## config.mk

```make
export PLATFORM = sky130hd
export DESIGN_NAME = sign_classifier
export DESIGN_NICKNAME = d
export VERILOG_FILES = /design/src/rtl/sign_classifier.sv
export SDC_FILE = /design/constraint.sdc
export NUM_CORES = 1
export LEC_CHECK = 0
export CAP_MARGIN = 25
export CORE_UTILIZATION = 35
export DETAILED_ROUTE_END_ITERATION = 6
export PLACE_DENSITY = 0.64
export SLEW_MARGIN = 20
export SYNTH_ARGS = -nofsm -noshare
export SYNTH_HDL_FRONTEND = slang
export SYNTH_SLANG_ARGS = --single-unit
export TNS_END_PERCENT = 100
```

## constraint.sdc

```tcl
create_clock -name clk -period 6.57 [get_ports clk]
set_input_delay 1.314 -clock clk [delete_from_list [all_inputs] [get_ports clk]]
set_output_delay 1.314 -clock clk [all_outputs]
set_load 0.05 [all_outputs]
```

## src/rtl/sign_classifier.sv

```systemverilog
// Per-channel sign classifier with debounced class commits, one-hot class flags
// and saturating per-channel commit counters.
module sign_classifier #(
    parameter int WIDTH    = 16,
    parameter int NCH      = 4,
    parameter int DEBOUNCE = 2,
    parameter int CNT_W    = 8
) (
    input  logic                   clk,
    input  logic                   rst,
    input  logic                   in_valid,
    input  logic [NCH*WIDTH-1:0]   in_data,
    input  logic                   clear,
    output logic [NCH-1:0]         pos_flag,
    output logic [NCH-1:0]         neg_flag,
    output logic [NCH-1:0]         zero_flag,
    output logic                   out_valid,
    output logic [NCH-1:0]         change_pulse,
    output logic [NCH*CNT_W-1:0]   change_cnt
);

    localparam int RW = $clog2(DEBOUNCE + 1);

    // Classes are one-hot so the committed class register doubles as the flag register.
    localparam logic [2:0]       CLS_POS  = 3'b001;
    localparam logic [2:0]       CLS_ZERO = 3'b010;
    localparam logic [2:0]       CLS_NEG  = 3'b100;
    localparam logic [RW-1:0]    RUN_ZERO = {RW{1'b0}};
    localparam logic [RW-1:0]    RUN_ONE  = RW'(1);
    localparam logic [RW-1:0]    RUN_DONE = RW'(DEBOUNCE);
    localparam logic [CNT_W-1:0] CNT_ZERO = {CNT_W{1'b0}};
    localparam logic [CNT_W-1:0] CNT_ONE  = CNT_W'(1);
    localparam logic [CNT_W-1:0] CNT_MAX  = {CNT_W{1'b1}};

    function automatic logic [2:0] raw_class(input logic [WIDTH-1:0] sample);
        logic [2:0] cls;
        if (sample[WIDTH-1]) begin
            cls = CLS_NEG;
        end else if (sample == {WIDTH{1'b0}}) begin
            cls = CLS_ZERO;
        end else begin
            cls = CLS_POS;
        end
        return cls;
    endfunction

    logic [2:0]       comm_r    [NCH];
    logic [2:0]       cand_r    [NCH];
    logic [RW-1:0]    run_r     [NCH];
    logic [CNT_W-1:0] cnt_r     [NCH];
    logic [NCH-1:0]   pulse_r;
    logic             out_valid_r;

    logic [2:0]       raw_s     [NCH];
    logic [2:0]       comm_s    [NCH];
    logic [2:0]       cand_s    [NCH];
    logic [RW-1:0]    run_s     [NCH];
    logic [RW-1:0]    run_try_s [NCH];
    logic [NCH-1:0]   commit_s;

    // Debounce next-state: track a candidate class and commit after DEBOUNCE agreeing samples.
    always_comb begin
        commit_s = {NCH{1'b0}};
        for (int k = 0; k < NCH; k++) begin
            raw_s[k]     = raw_class(in_data[k*WIDTH +: WIDTH]);
            comm_s[k]    = comm_r[k];
            cand_s[k]    = cand_r[k];
            run_s[k]     = run_r[k];
            run_try_s[k] = run_r[k];
            if (in_valid) begin
                if (raw_s[k] == comm_r[k]) begin
                    run_try_s[k] = RUN_ZERO;
                end else if ((raw_s[k] == cand_r[k]) && (run_r[k] != RUN_ZERO)) begin
                    run_try_s[k] = run_r[k] + RUN_ONE;
                end else begin
                    cand_s[k]    = raw_s[k];
                    run_try_s[k] = RUN_ONE;
                end
                if (run_try_s[k] == RUN_DONE) begin
                    comm_s[k]   = cand_s[k];
                    run_s[k]    = RUN_ZERO;
                    commit_s[k] = 1'b1;
                end else begin
                    run_s[k] = run_try_s[k];
                end
            end else begin
                run_s[k] = run_r[k];
            end
        end
    end

    // State, flag, pulse and counter registers; clear outranks a same-edge commit.
    always_ff @(posedge clk or posedge rst) begin
        if (rst) begin
            for (int k = 0; k < NCH; k++) begin
                comm_r[k] <= CLS_ZERO;
                cand_r[k] <= CLS_ZERO;
                run_r[k]  <= RUN_ZERO;
                cnt_r[k]  <= CNT_ZERO;
            end
            pulse_r     <= {NCH{1'b0}};
            out_valid_r <= 1'b0;
        end else begin
            for (int k = 0; k < NCH; k++) begin
                comm_r[k] <= comm_s[k];
                cand_r[k] <= cand_s[k];
                run_r[k]  <= run_s[k];
                if (clear) begin
                    cnt_r[k] <= CNT_ZERO;
                end else if (commit_s[k] && (cnt_r[k] != CNT_MAX)) begin
                    cnt_r[k] <= cnt_r[k] + CNT_ONE;
                end else begin
                    cnt_r[k] <= cnt_r[k];
                end
            end
            pulse_r     <= commit_s;
            out_valid_r <= in_valid;
        end
    end

    // Unpack the per-channel registers onto the flat output ports.
    always_comb begin
        pos_flag   = {NCH{1'b0}};
        zero_flag  = {NCH{1'b0}};
        neg_flag   = {NCH{1'b0}};
        change_cnt = {(NCH*CNT_W){1'b0}};
        for (int k = 0; k < NCH; k++) begin
            pos_flag[k]                  = comm_r[k][0];
            zero_flag[k]                 = comm_r[k][1];
            neg_flag[k]                  = comm_r[k][2];
            change_cnt[k*CNT_W +: CNT_W] = cnt_r[k];
        end
    end

    assign out_valid    = out_valid_r;
    assign change_pulse = pulse_r;

endmodule

```

; After elaboration in Yosys (flattened, before gate mapping)
; Index checks and enable logic that the tools add are counted.
[word_totals]
register_bits = 69
inputBits = 68
output_inout_bits = 49
wordCells = 114
[classes]
addsub = 8
eq_ne = 16
n_mux = 48
n_reduce_logical = 24
[op_table]
columns = op, n
row1 = $logic_not 16->1, 4
row2 = $mux 8, 8
row3 = $mux 2, 20
row4 = $mux 3, 12
row5 = $add 8x1->8 const B, 4
row6 = $ne 8x8->1 const B, 4
row7 = $eq 3x3->1, 8
row8 = $reduce_bool 2->1, 8
row9 = $add 2x1->2 const B, 4
row10 = $eq 2x2->1 const B, 4
row11 = $logic_and 1x1->1, 8
row12 = $mux 1, 8
row13 = $reduce_and 2->1, 4

; Depth between registers and ports, before layout
; Gate-level depths: netlist of run 1.
[depth]
word_depth = 14
ltp_mapped = 9
depth_no_buf = 8

; Worst setup path after synthesis of run 1
; OpenSTA, ideal clock, no wires.
[synth_timing]
path_kind = in2reg
startpoint = input in_data[18]
endpoint = register cnt_r, in the netlist change_cnt[13]
setup_ps = 119
arrival_time_ps = 3088
t_required_ps = 6451
setup_slack_ps = 3363
stages = 8
path_buffers = 1
cell_sequence = nor4_2 and4_1 buf_6 mux2i_1 a2111oi_4 o21ai_2 o31a_1 o21ba_1
[synth_via]
elab_chain_cells = 13
elab_cells_between_ends = 14
classes_between = 3 x eq/ne / 7 x mux / 4 x reduce/logical
[synth_rtl]
columns = element, line
row1 = from (decl), 12  ; input logic [NCH*WIDTH-1:0] in_data,
row2 = $logic_not 16->1 *, 39  ; end else if (sample == {WIDTH{1'b0}}) begin
row3 = $mux 2 *, 39
row4 = $mux 3 *, 37  ; if (sample[WIDTH-1]) begin
row5 = $eq 3x3->1, 73  ; end else if ((raw_s[k] == cand_r[k]) && (run_r[k] != RUN_ZERO)) begin
row6 = $logic_and 1x1->1, 73
row7 = $mux 2, 73
row8 = $mux 2 *, 71  ; if (raw_s[k] == comm_r[k]) begin
row9 = $mux 2 *, 70  ; if (in_valid) begin
row10 = $eq 2x2->1 *, 79  ; if (run_try_s[k] == RUN_DONE) begin
row11 = $mux 1 *, 79
row12 = $mux 1 *, 70
row13 = net commit_s[1], 59  ; logic [NCH-1:0] commit_s;
row14 = $logic_and 1x1->1 *, 110  ; end else if (commit_s[k] && (cnt_r[k] != CNT_MAX)) begin
row15 = $reduce_bool 2->1 (no line) *, --
row16 = "to (signal, indexed assignment)", 111  ; cnt_r[k] <= cnt_r[k] + CNT_ONE;
row17 = "to (signal, indexed assignment)", 113  ; cnt_r[k] <= cnt_r[k];
row18 = to (decl), 50  ; logic [CNT_W-1:0] cnt_r [NCH];
; The timed path passes the listed nets; every way through them passes the cells marked *. The select of a mux whose other input is x is not followed.
; A chain may end at the register's enable or synchronous reset.

; Worst setup path after layout of run 1
[layout_timing]
startpoint = input in_data[47]
endpoint = register cnt_r, in the netlist change_cnt[21]
[layout_via]
elab_chain_cells = 13
elab_cells_between_ends = 14
classes_between = 3 x eq/ne / 7 x mux / 4 x reduce/logical
[layout_rtl]
columns = element, line
row1 = $logic_not 16->1, 39
row2 = $mux 2, 39
row3 = $mux 3 *, 37
row4 = $eq 3x3->1, 73
row5 = $logic_and 1x1->1, 73
row6 = $mux 2, 73
row7 = $mux 2 *, 71
row8 = $mux 2 *, 70
row9 = $eq 2x2->1 *, 79
row10 = $mux 1 *, 79
row11 = $mux 1 *, 70
row12 = $logic_and 1x1->1 *, 110
row13 = $reduce_bool 2->1 (no line) *, --
; Every way passes the cells marked *; elsewhere a longest branch is shown, timed or not. The select of a mux whose other input is x is not followed.

==> results of run 1 <==
## kinds of logic (layout without fill, tap and decap cells)
group | count (synthesis) | count (layout)
AO/OA/AOI/OAI | 90 | 90
AND/OR/NAND/NOR | 192 | 192
multiplexers | 20 | 20
buffers and inverters | 37 | 153
flip-flops | 69 | 69
adder cells (fa/ha/maj) | 8 | 8
XOR/XNOR | 12 | 12
## area by class of cell
class / instances / area, um^2 / share of cell area, %
well taps: 140 / 175 / 3.15
multi-input cells: 322 / 2120 / 38.1
inverters: 19 / 71.3 / 1.28
clock buffers: 13 / 260 / 4.68
repair buffers: 119 / 1180 / 21.3
flip-flops and latches: 69 / 1740 / 31.3
clock inverters: 2 / 10.0 / 0.180
## per-layer routing
layer | vias up | global-route usage (%)
li1 | 1838 | -
met1 | 1787 | 21.5
met2 | 128 | 29.3
met3 | 14 | 4.00
met4 | 0 | 6.47
met5 | - | 0
## synthesized netlist by cell type, types with 6 or more instances
library cell / count
ha_1: 8
dfstp_2: 8
o21ai_0: 22
mux2_2: 10
nand2_1: 45
o41ai_1: 6
nor4_1: 18
mux2i_1: 10
nor4b_1: 6
nand4_1: 10
nand3_1: 21
a21oi_1: 22
nor2_1: 37
xor2_1: 8
dfrtp_1: 61
or4_1: 9
and3_1: 6
clkbuf_1: 11
inv_1: 19
nor3_1: 8
## through the flow
| stage | instances | hold slack (ps) |
|---|---|---|
| finish | 684 | 494 |
| CTS | 684 | 499 |
| global placement | 669 | 479 |
| floorplan | 428 | 463 |
| detailed placement | 669 | 485 |
| global route | 684 | 512 |
## worst register-to-register path, delay by kind of cell (launching register included)
family / cells / cell delay, ps
flops: 1 / 400
mux: 1 / 390
compound gates: 1 / 650
fa+ha+maj: 1 / 230
simple gates: 3 / 1000
buf+inv: 1 / 90
## power groups by stage
stage | logic (mW) | clock network [mW] | registers [mW]
after global routing | 0.519 | 0.471 | 0.593
after CTS | 0.481 | 0.456 | 0.580
after floorplan | 0.250 | 0 | 0.652
after detailed placement | 0.477 | 0 | 0.585
after global placement | 0.469 | 0 | 0.583
final | 0.477 | 0.444 | 0.581
## flip-flops by register name (all words and copies together) (netlist names)
signal and count:
change_pulse 4, change_cnt 32, zero_flag 4, pos_flag 4, out_valid 1, run_r 8
neg_flag 4, cand_r 12
## worst min-delay path by stage
| stage | end | slack [ps] | start | depth (start not counted) |
|---|---|---|---|---|
| after floorplan | run_r[5] | 460 | run_r[5] | 1 |
| after global placement | run_r[5] | 480 | run_r[5] | 1 |
| after detailed placement | run_r[5] | 490 | run_r[5] | 1 |
| after CTS | run_r[5] | 500 | run_r[5] | 1 |
| after global routing | run_r[1] | 510 | run_r[0] | 1 |
| final | run_r[5] | 490 | run_r[5] | 1 |
## cell usage in the layout, fill, tap and decap left out, types with 10 or more instances in the layout
cell / count
o21ai_0: 22
dfrtp_1: 61
a21oi_1: 22
mux2_2: 10
nor2_1: 37
nand4_1: 10
mux2i_1: 10
clkdlybuf4s50_1: 116
inv_1: 18
nor4_1: 18
nand3_1: 21
nand2_1: 45
==> results by group, run 1 <==
Detailed routing
  • Routed via count: about 3.8k
  • WL met2: 4670 um
  • Highest routed layer: met4
  • WL final: 9900 um
  • Pre-antenna DRT Iters: 4
  • Wire per inst: 14.5 um
  • Residual DRC: 0
  • DRT iter0 DRCs: 142
  • ANT nets after route: 0
  • WL met3: 647 um
  • Vias/cell: 5.51
  • Met1 wire length: 4420 um

Clocking
  • CTS Hold Bufs: 0
  • Clk sinks: 69
  • H-Tree Depth: 3
  • CTS root buffer: clkbuf_16
  • Clk Latency, worst-skew pair: between 300 and 400 ps
  • Post-CTS sizing: 0
  • CTS Buf Count: 9
  • Post-CTS setup buffer count: 0
  • CTS clock-pin slew for the worst setup and hold paths: 60 ps
  • CTS Buffer Depth: 2
  • CTS tree: built

Job
  • Max-Cap Viols: 0

Synth
  • Cell taking the most area after synthesis: dfrtp_1
  • Post-synth ARST share: 100%
  • Mapped Nets: 504
  • Mapped Area: 0.00401 mm^2
  • Post-synth cell types: between 60 and 70
  • Mux cell area share after synthesis: approximately 5.3%
  • Complex-gate fraction of the synthesized area: 16.2%
  • Post-synthesis adder-cell area fraction: between 2 and 2.5%
  • Synth Area in Simple Gates: 26.2%
  • Sequential share of the synthesized area: 43.3%
  • Largest cells by area after synthesis: dfrtp_1 (38%), dfstp_2 (5.2%), nand2_1 (4.2%)
  • Synthesized instance count: 428
  • Syn Area/Cell: between 9 and 10 um^2
  • Main combinational cell family by area after synthesis: simple AND/OR/NAND/NOR gates
  • Yosys warns: 0
  • Yosys top cell area share: 38.0%
  • Synthesized flop and latch total: 69
  • XOR/XNOR Fraction of Synth Area: 2.62%
  • Post-synth EDFFs: 0
  • Most common flop cell mapped by yosys: dfrtp_1

Worst setup path
  • Critical Path Stages: 8
  • Internal reg-to-reg setup slack: 3680 ps
  • CP Capture Type: flip-flop
  • Critical path arrival: roughly 4400 ps
  • Crit path launch type: primary input
  • Worst-path cell with the longest stage delay: clkdlybuf4s50_1
  • WP buf/inv: 1
  • Setup crit end: change_cnt[21]
  • CP required: 6820 ps
  • Reg2Reg Depth: 7
  • Setup CP Type: in -> reg
  • Crit path cell chain: clkdlybuf4s50_1, nor4_1, nand4_1, mux2i_1, o2111a_1, nand2_1, or4_1, a21oi_1
  • Crit path launch: in_data[47]
  • RR Endpoint: pos_flag[0]
  • Top delay family on crit path: simple AND/OR/NAND/NOR gates
  • Crit Path Max Fanout: 12
  • R2r startpoint: run_r[6]
  • Biggest cell delay along the critical path: approximately 610 ps

Run status
  • Status: complete, no violations

Timing
  • Maximum clock frequency: roughly 0.24 GHz
  • Max-slew violations: 0
  • Slew @ Worst Pin: just under 900 ps
  • Period utilization: 63.2%
  • Clock Skew: approximately 7.5 ps
  • Fin crit period: 4150 ps
  • Setup TNS: 0 ps
  • Final hold vios: 0
  • Slew margin rel.: about two fifths
  • Final WS setup: 2420 ps
  • RSZ-0062 raised after global routing: no
  • Setup violators final: 0

Cells and area
  • Design Area, Final: 0.00556 mm^2
  • Area grow syn2layout: 38.5%
  • Fin util: 50.6%
  • Nets: between 600 and 700
  • Diode count: 0
  • Proportion of layout cells with a drive suffix above 1: 9.38%
  • Fillers: around 1k

Power
  • P_int: 0.964 mW
  • Sequential share of power: 38.7%
  • Pwr Total: 1.50 mW
  • Logic pwr share: around a third
  • Switching power: 0.539 mW
  • PwrDens: 270 mW/mm^2
  • Peak VDD IR: 0.000227 V
  • Sw frac: between 30% and 40%
  • Clock share of power: around 30%
  • Static leakage: between 2 and 2.5 nW

Placement
  • Gpl congestion: 0.802
  • Dpl ws: 2240 ps
  • DPL Wire Length: a little over 7000 um
  • DP Area: 0.00529 mm^2
  • Port bufs: 116

Floorplanning
  • Io pins: between 100 and 150
  • Die width: 109 um
  • Core area: about 0.011 mm^2
  • Starting Density: approximately 37%
  • Num rows: 38
  • Die Y: 109 um
  • Full die area: 0.0119 mm^2

GRT
  • Number of global-route vias before repair: 3610
  • Total gr overflow: 0
  • Total GRT Usage: 17.3%
  • Initial antenna violation count: 0
  • Largest net degree at the start of global routing: 70
  • First-pass GRT wire length: 16200 um

Min path
  • HP Class: reg -> reg
(Power assumes the default switching activity.)
==> inputs of run 2 (changes only) <==
PLACE_DENSITY = 0.66   (was 0.64)
clock period = 3.4 ns   (was 6.57 ns; I/O delays follow)
==> run 2 against run 1 <==
  * Combinational power is 98% higher
  * Die area stayed put
  * Count of clock-buffer cells in the layout is 3 lower
  * Clock power is 85% higher
  * Design area is 1.6% higher
  * Register-to-register slack worse by 2700 ps
  * Sequential share of layout area is 0.50 points lower
  * Critical path depth stayed put
  * Critical endpoint is now change_cnt[15]
==> results by group, run 2 (synthesis gave the netlist of run 1 again) <==
Run status
  • Status: complete, no violations

Worst setup path
  • Biggest cell delay along the critical path: 540 ps (-70 ps)
  • Worst-path cell with the longest stage delay: or4_1
  • CP Capture Type: flip-flop
  • Critical path arrival: 3200 ps (-1200 ps)
  • Setup CP Type: in -> reg
  • R2r startpoint: run_r[6]
  • Crit Path Max Fanout: 10 (-2)
  • CP required: 3630 ps (-3190 ps)
  • Crit path cell chain: clkdlybuf4s50_1, nor4_2, and4_1, o31ai_1, nor3b_2, nand3_2, or4_1, a21oi_1
  • Internal reg-to-reg setup slack: 980 ps (-2700 ps)
  • Crit path launch type: primary input
  • Crit path launch: in_data[18]

Detailed routing
  • Routed via count: 3771 (+0.11%)
  • WL met3: 657 um (+1.5%)
  • WL met2: 4870 um (+4.3%)
  • Wire per inst: 14.6 um (+0.57%)
  • ANT nets after route: 0 (unchanged)
  • Pre-antenna DRT Iters: 4 (unchanged)
  • Vias/cell: 5.42 (-1.6%)
  • DRT iter0 DRCs: 138 (-2.8%)
  • Met1 wire length: 4460 um (+1.0%)
  • Highest routed layer: met4
  • Residual DRC: 0 (unchanged)
  • WL final: 10100 um (+2.3%)

Clocking
  • Clk sinks: 69 (unchanged)
  • CTS Hold Bufs: 0 (unchanged)
  • CTS root buffer: clkbuf_16
  • Post-CTS setup buffer count: 0 (unchanged)
  • CTS clock-pin slew for the worst setup and hold paths: 60 ps (about the same)
  • H-Tree Depth: 3 (unchanged)
  • CTS Buffer Depth: 2 (unchanged)
  • CTS tree: built
  • Clk Latency, worst-skew pair: 330 ps (about the same)
  • Post-CTS sizing: 0 (unchanged)
  • CTS Buf Count: 9 (unchanged)

Timing
  • Final hold vios: 0 (unchanged)
  • Period utilization: 87.3%
  • Worst hold slack: 498 ps (+4.77 ps)
  • Slew @ Worst Pin: 810 ps (-64.4 ps)
  • Setup violators final: 0 (unchanged)
  • RSZ-0062 raised after global routing: no
  • Slew margin rel.: 45.5% (+3.8 points)
  • Maximum clock frequency: 0.337 GHz
  • Setup TNS: 0 ps (unchanged)
  • Clock Skew: 6.47 ps (-1.02 ps)
  • Max-slew violations: 0 (unchanged)
  • Fin crit period: 2970 ps

Min path
  • Worst hold start: cand_r[10]
  • HP Class: reg -> reg

Cells and area
  • Fin cells: 696 (+1.8%)
  • Design Area, Final: 0.00565 mm^2 (+1.6%)
  • Most common cell after layout, fill and taps aside: clkdlybuf4s50_1
  • Proportion of layout cells with a drive suffix above 1: 11.5% (+2.1 points)
  • Area grow syn2layout: 40.7%
  • Most frequent cells in the layout: clkdlybuf4s50_1 (116), dfrtp_1 (61), nand2_1 (45)
  • Nets: 628 (+1.9%)
  • Max reg flops: 32 (unchanged)
  • Fin util: 51.4% (+0.82 points)
  • Diode count: 0 (unchanged)
  • Fillers: 1031 (+0.39%)

Power
  • Sequential share of power: 38.9% (+0.2 points)
  • P_int: 1.84 mW (+91%)
  • Sw frac: 36.3% (+0.45 points)
  • Switching power: 1.05 mW (+95%)
  • Peak VDD IR: 0.000431 V (+90%)
  • PwrDens: 511 mW/mm^2 (+89%)
  • Static leakage: 2.22 nW (+2.7%)
  • Clock share of power: 28.4% (-1.2 points)
  • Logic pwr share: 32.7% (+1.0 points)

Placement
  • Port bufs: 116 (unchanged)
  • Gpl congestion: 0.819 (+2.1%)
  • DPL Wire Length: 7410 um (+4.6%)
  • DP Area: 0.00539 mm^2 (+1.9%)
  • Placed insts: 681 (+1.8%)

GRT
  • Largest net degree at the start of global routing: 36 (-49%)
  • Number of global-route vias before repair: 3692 (+2.3%)
  • Initial antenna violation count: 0 (unchanged)
  • Total GRT Usage: 17.7% (+0.38 points)
  • First-pass GRT wire length: 16800 um (+3.4%)
  • Total gr overflow: 0 (unchanged)

Floorplanning
  • Die Y: 109 um (unchanged)
  • Num rows: 38 (unchanged)
  • Core area: 0.0110 mm^2 (unchanged)
  • Full die area: 0.0119 mm^2 (unchanged)
  • Io pins: 117 (unchanged)
  • Die width: 109 um (unchanged)
  • Starting Density: 36.5% (unchanged)

Job
  • Max-Cap Viols: 0 (unchanged)
run 2: path summary, 6_finish.rpt:
check	end	depth (start not counted)
hold / removal	cand_r[10]	2
setup reg to reg	neg_flag[0]	7
setup / recovery	change_cnt[15]	8
max in group asynchronous	zero_flag[2]	3
min in group asynchronous	change_cnt[8]	2
hold reg to reg	cand_r[10]	2
run 2: worst max-delay path, delay by kind of cell:
kind,cells,cell delay (ps)
AND/OR/NAND/NOR,5,1730
AO/OA/AOI/OAI,2,390
buffers and inverters,1,410
run 2: per-layer routing:
| layer | track usage, % | vias up |
|---|---|---|
| met5 | 0 | - |
| met4 | 5.79 | 0 |
| met3 | 4.78 | 13 |
| met2 | 30.0 | 130 |
| met1 | 21.7 | 1775 |
| li1 | - | 1853 |
run 2: power by group through the flow:
stage	clock, mW	combinational [mW]	sequential [mW]
floorplan	0	0.483	1.26
global placement	0	0.933	1.13
detailed placement	0	0.944	1.13
CTS	0.851	0.947	1.12
global route	0.883	1.03	1.15
finish	0.820	0.943	1.12
run 2: layout make-up:
cell class                 count  area [um^2]  area share (%)
clock buffer                  10          229            4.05
clock inverter                 5         28.8           0.510
inverter                      19         71.3            1.26
multi-input combinational    322         2120            37.5
sequential                    69         1740            30.8
tap                          140          175            3.10
timing repair buffer         131         1290            22.8
run 2: stage by stage:
stage                     power, mW  setup WS, ps
after CTS                      2.92           462
final                          2.89           432
after global placement         2.06           202
after floorplan                1.74           827
after detailed placement       2.08           109
after global routing           3.06           307
==> RTL edit (flow settings as in run 2) <==
Change the parameter `WIDTH` from 16 to 32.
--- a/src/rtl/sign_classifier.sv
+++ b/src/rtl/sign_classifier.sv
@@ -1,7 +1,7 @@
 // Per-channel sign classifier with debounced class commits, one-hot class flags
 // and saturating per-channel commit counters.
 module sign_classifier #(
-    parameter int WIDTH    = 16,
+    parameter int WIDTH    = 32,
     parameter int NCH      = 4,
     parameter int DEBOUNCE = 2,
     parameter int CNT_W    = 8
Interface: changed (resized in_data); port bits go from 117 to 181. The function was not compared with the original's and may differ.
==> RTL edit against run 2 <==
- critical path depth unchanged
- routed wire length increased by 21%
- power increased by 14%
- setup slack improved by 0.035 ns
- core utilization increased by 4.4 points
- cell area increased by 21%
- fmax increased by 1.2%
- area after synthesis increased by 11%
- sequential cell count unchanged
- largest power group is now combinational logic
==> RTL edit: results (changes against run 2) <==
status finished clean; CTS buffer count 9 (unchanged); CP peak stage delay 0.63 ns (+0.09 ns); fraction of registers with async set/reset 100% (unchanged); P_leak 0.00267 µW (+20%); drt total wl 12300 µm (+21%); Worst slew margin 46.4% (+0.82 points); cts repair resizes 0 (unchanged); Post-CTS Setup Inserts 0 (unchanged); Worst-Skew Late Latency 0.33 ns (about the same); gpl congestion 0.841 (+2.6%); clk buf depth 2 (unchanged); CTS Root Cell clkbuf_16; Ant. Diodes 0 (unchanged); CTS HTree Levels 3 (unchanged); DP Area 6500 µm² (+21%); Seq/Total Area, Yosys 39.0% (-4.2 points); Synth Warn # 0 (unchanged); Synth Area in XOR/XNOR 1.77% (-0.85 points); clk_skew 0.00715 ns (+0.000683 ns); initial antenna violation count 0 (unchanged); vias in the first global route 4507 (+22%); largest net degree at the start of global routing 70 (+94%); Crit path arrival time 3.14 ns (-0.06 ns); GRT Util Overall 19.6% (+1.9 points); IO Port Bufs 180 (+55%); Synth top cells by count 61 x dfrtp_1, 54 x nor2_1, 44 x nand2_1; Hold Vio Cnt, Final 0 (unchanged); vias per cell 5.19 (-4.3%); Post-DP HPWL 9440 µm (+27%); max reg flops 32 (unchanged); crit path max fanout 13 (+3); adder-cell area share of the yosys netlist 2.25% (-0.24 points); first-pass GRT wire length 20900 µm (+25%); slowest stage cell on the critical path clkdlybuf4s50_1; fraction of the mapped netlist area in compound gates 13.1% (-3.1 points); Mapped Nets 632 (+25%); Synth area leaders dfrtp_1 34%, dfstp_2 4.7%, nor2_1 4.6%, nor4_1 4.5%, mux2_2 4.1%; share of layout cells above drive strength 1 11.6% (+0.12 points); Distinct cells, synth 70 (+9.4%); Place WS 0.151 ns (+0.0420 ns); multiplexer share of the synthesized area 7.79% (+2.5 points); Final nets 823 (+31%); CP top delay family simple AND/OR/NAND/NOR gates; DR iter-0 viols 229 (+66%); maximum VDD drop 0.232 mV (-46%)
RTL edit: where the power goes:
group / switching, µW / leakage (µW) / internal, µW
combinational: 645 / 0.00163 / 526
clock: 352 / 0.000150 / 645
sequential: 171 / 0.000888 / 944
total: 1170 / 0.00267 / 2120
RTL edit: logic make-up (layout without fill, tap and decap cells):
| group | count (synthesis) | after routing |
|---|---|---|
| AND/OR/NAND/NOR | 249 | 249 |
| adder cells (fa/ha/maj) | 8 | 8 |
| AO/OA/AOI/OAI | 88 | 88 |
| XOR/XNOR | 9 | 9 |
| flip-flops | 69 | 69 |
| multiplexers | 30 | 30 |
| buffers and inverters | 39 | 235 |
RTL edit: worst paths after layout:
path	startpoint	end	slack, ns	cells past startpoint
min	cand_r[1]	cand_r[1]	0.49	2
max in group asynchronous	rst	cand_r[10]	2.30	3
max reg2reg	run_r[6]	change_cnt[6]	0.94	7
min reg2reg	cand_r[1]	cand_r[1]	0.49	2
min in group asynchronous	rst	neg_flag[3]	0.76	3
max	in_data[127]	change_cnt[28]	0.47	8
RTL edit: layout make-up:
class / count / area, µm²
Clock buffer: 11 / 233
Clock inverter: 5 / 85.1
Fill cell: 1126 / 5390
Inverter: 24 / 90.1
Multi-Input combinational cell: 384 / 2540
Sequential cell: 69 / 1740
Tap cell: 168 / 210
Timing Repair Buffer: 195 / 1930
RTL edit: routing by layer:
layer  routed length (µm)  vias to the layer above  track usage, %
met5                    0                        -               0
met4                  119                        0            4.59
met3                  661                       11            4.27
met2                 6270                      125            36.1
met1                 5220                     2092            23.2
li1                     -                     2211               -
RTL edit: metrics by stage:
step           cells  utilization, %
6_report         856            55.8
5_1_grt          856            55.8
4_1_cts          856            55.8
3_5_place_dp     840            53.2
3_3_place_gp     840            53.2
2_1_floorplan    492               -
RTL edit: worst reg2reg max path, delay by kind of cell (launching register included):
family                     cells  cell delay (ns)
adders and majority gates      1             0.35
buffers and inverters          2             0.19
and+or+nand+nor                1             0.22
AOI/OAI and AO/OA              3             1.18
DFF                            1             0.40
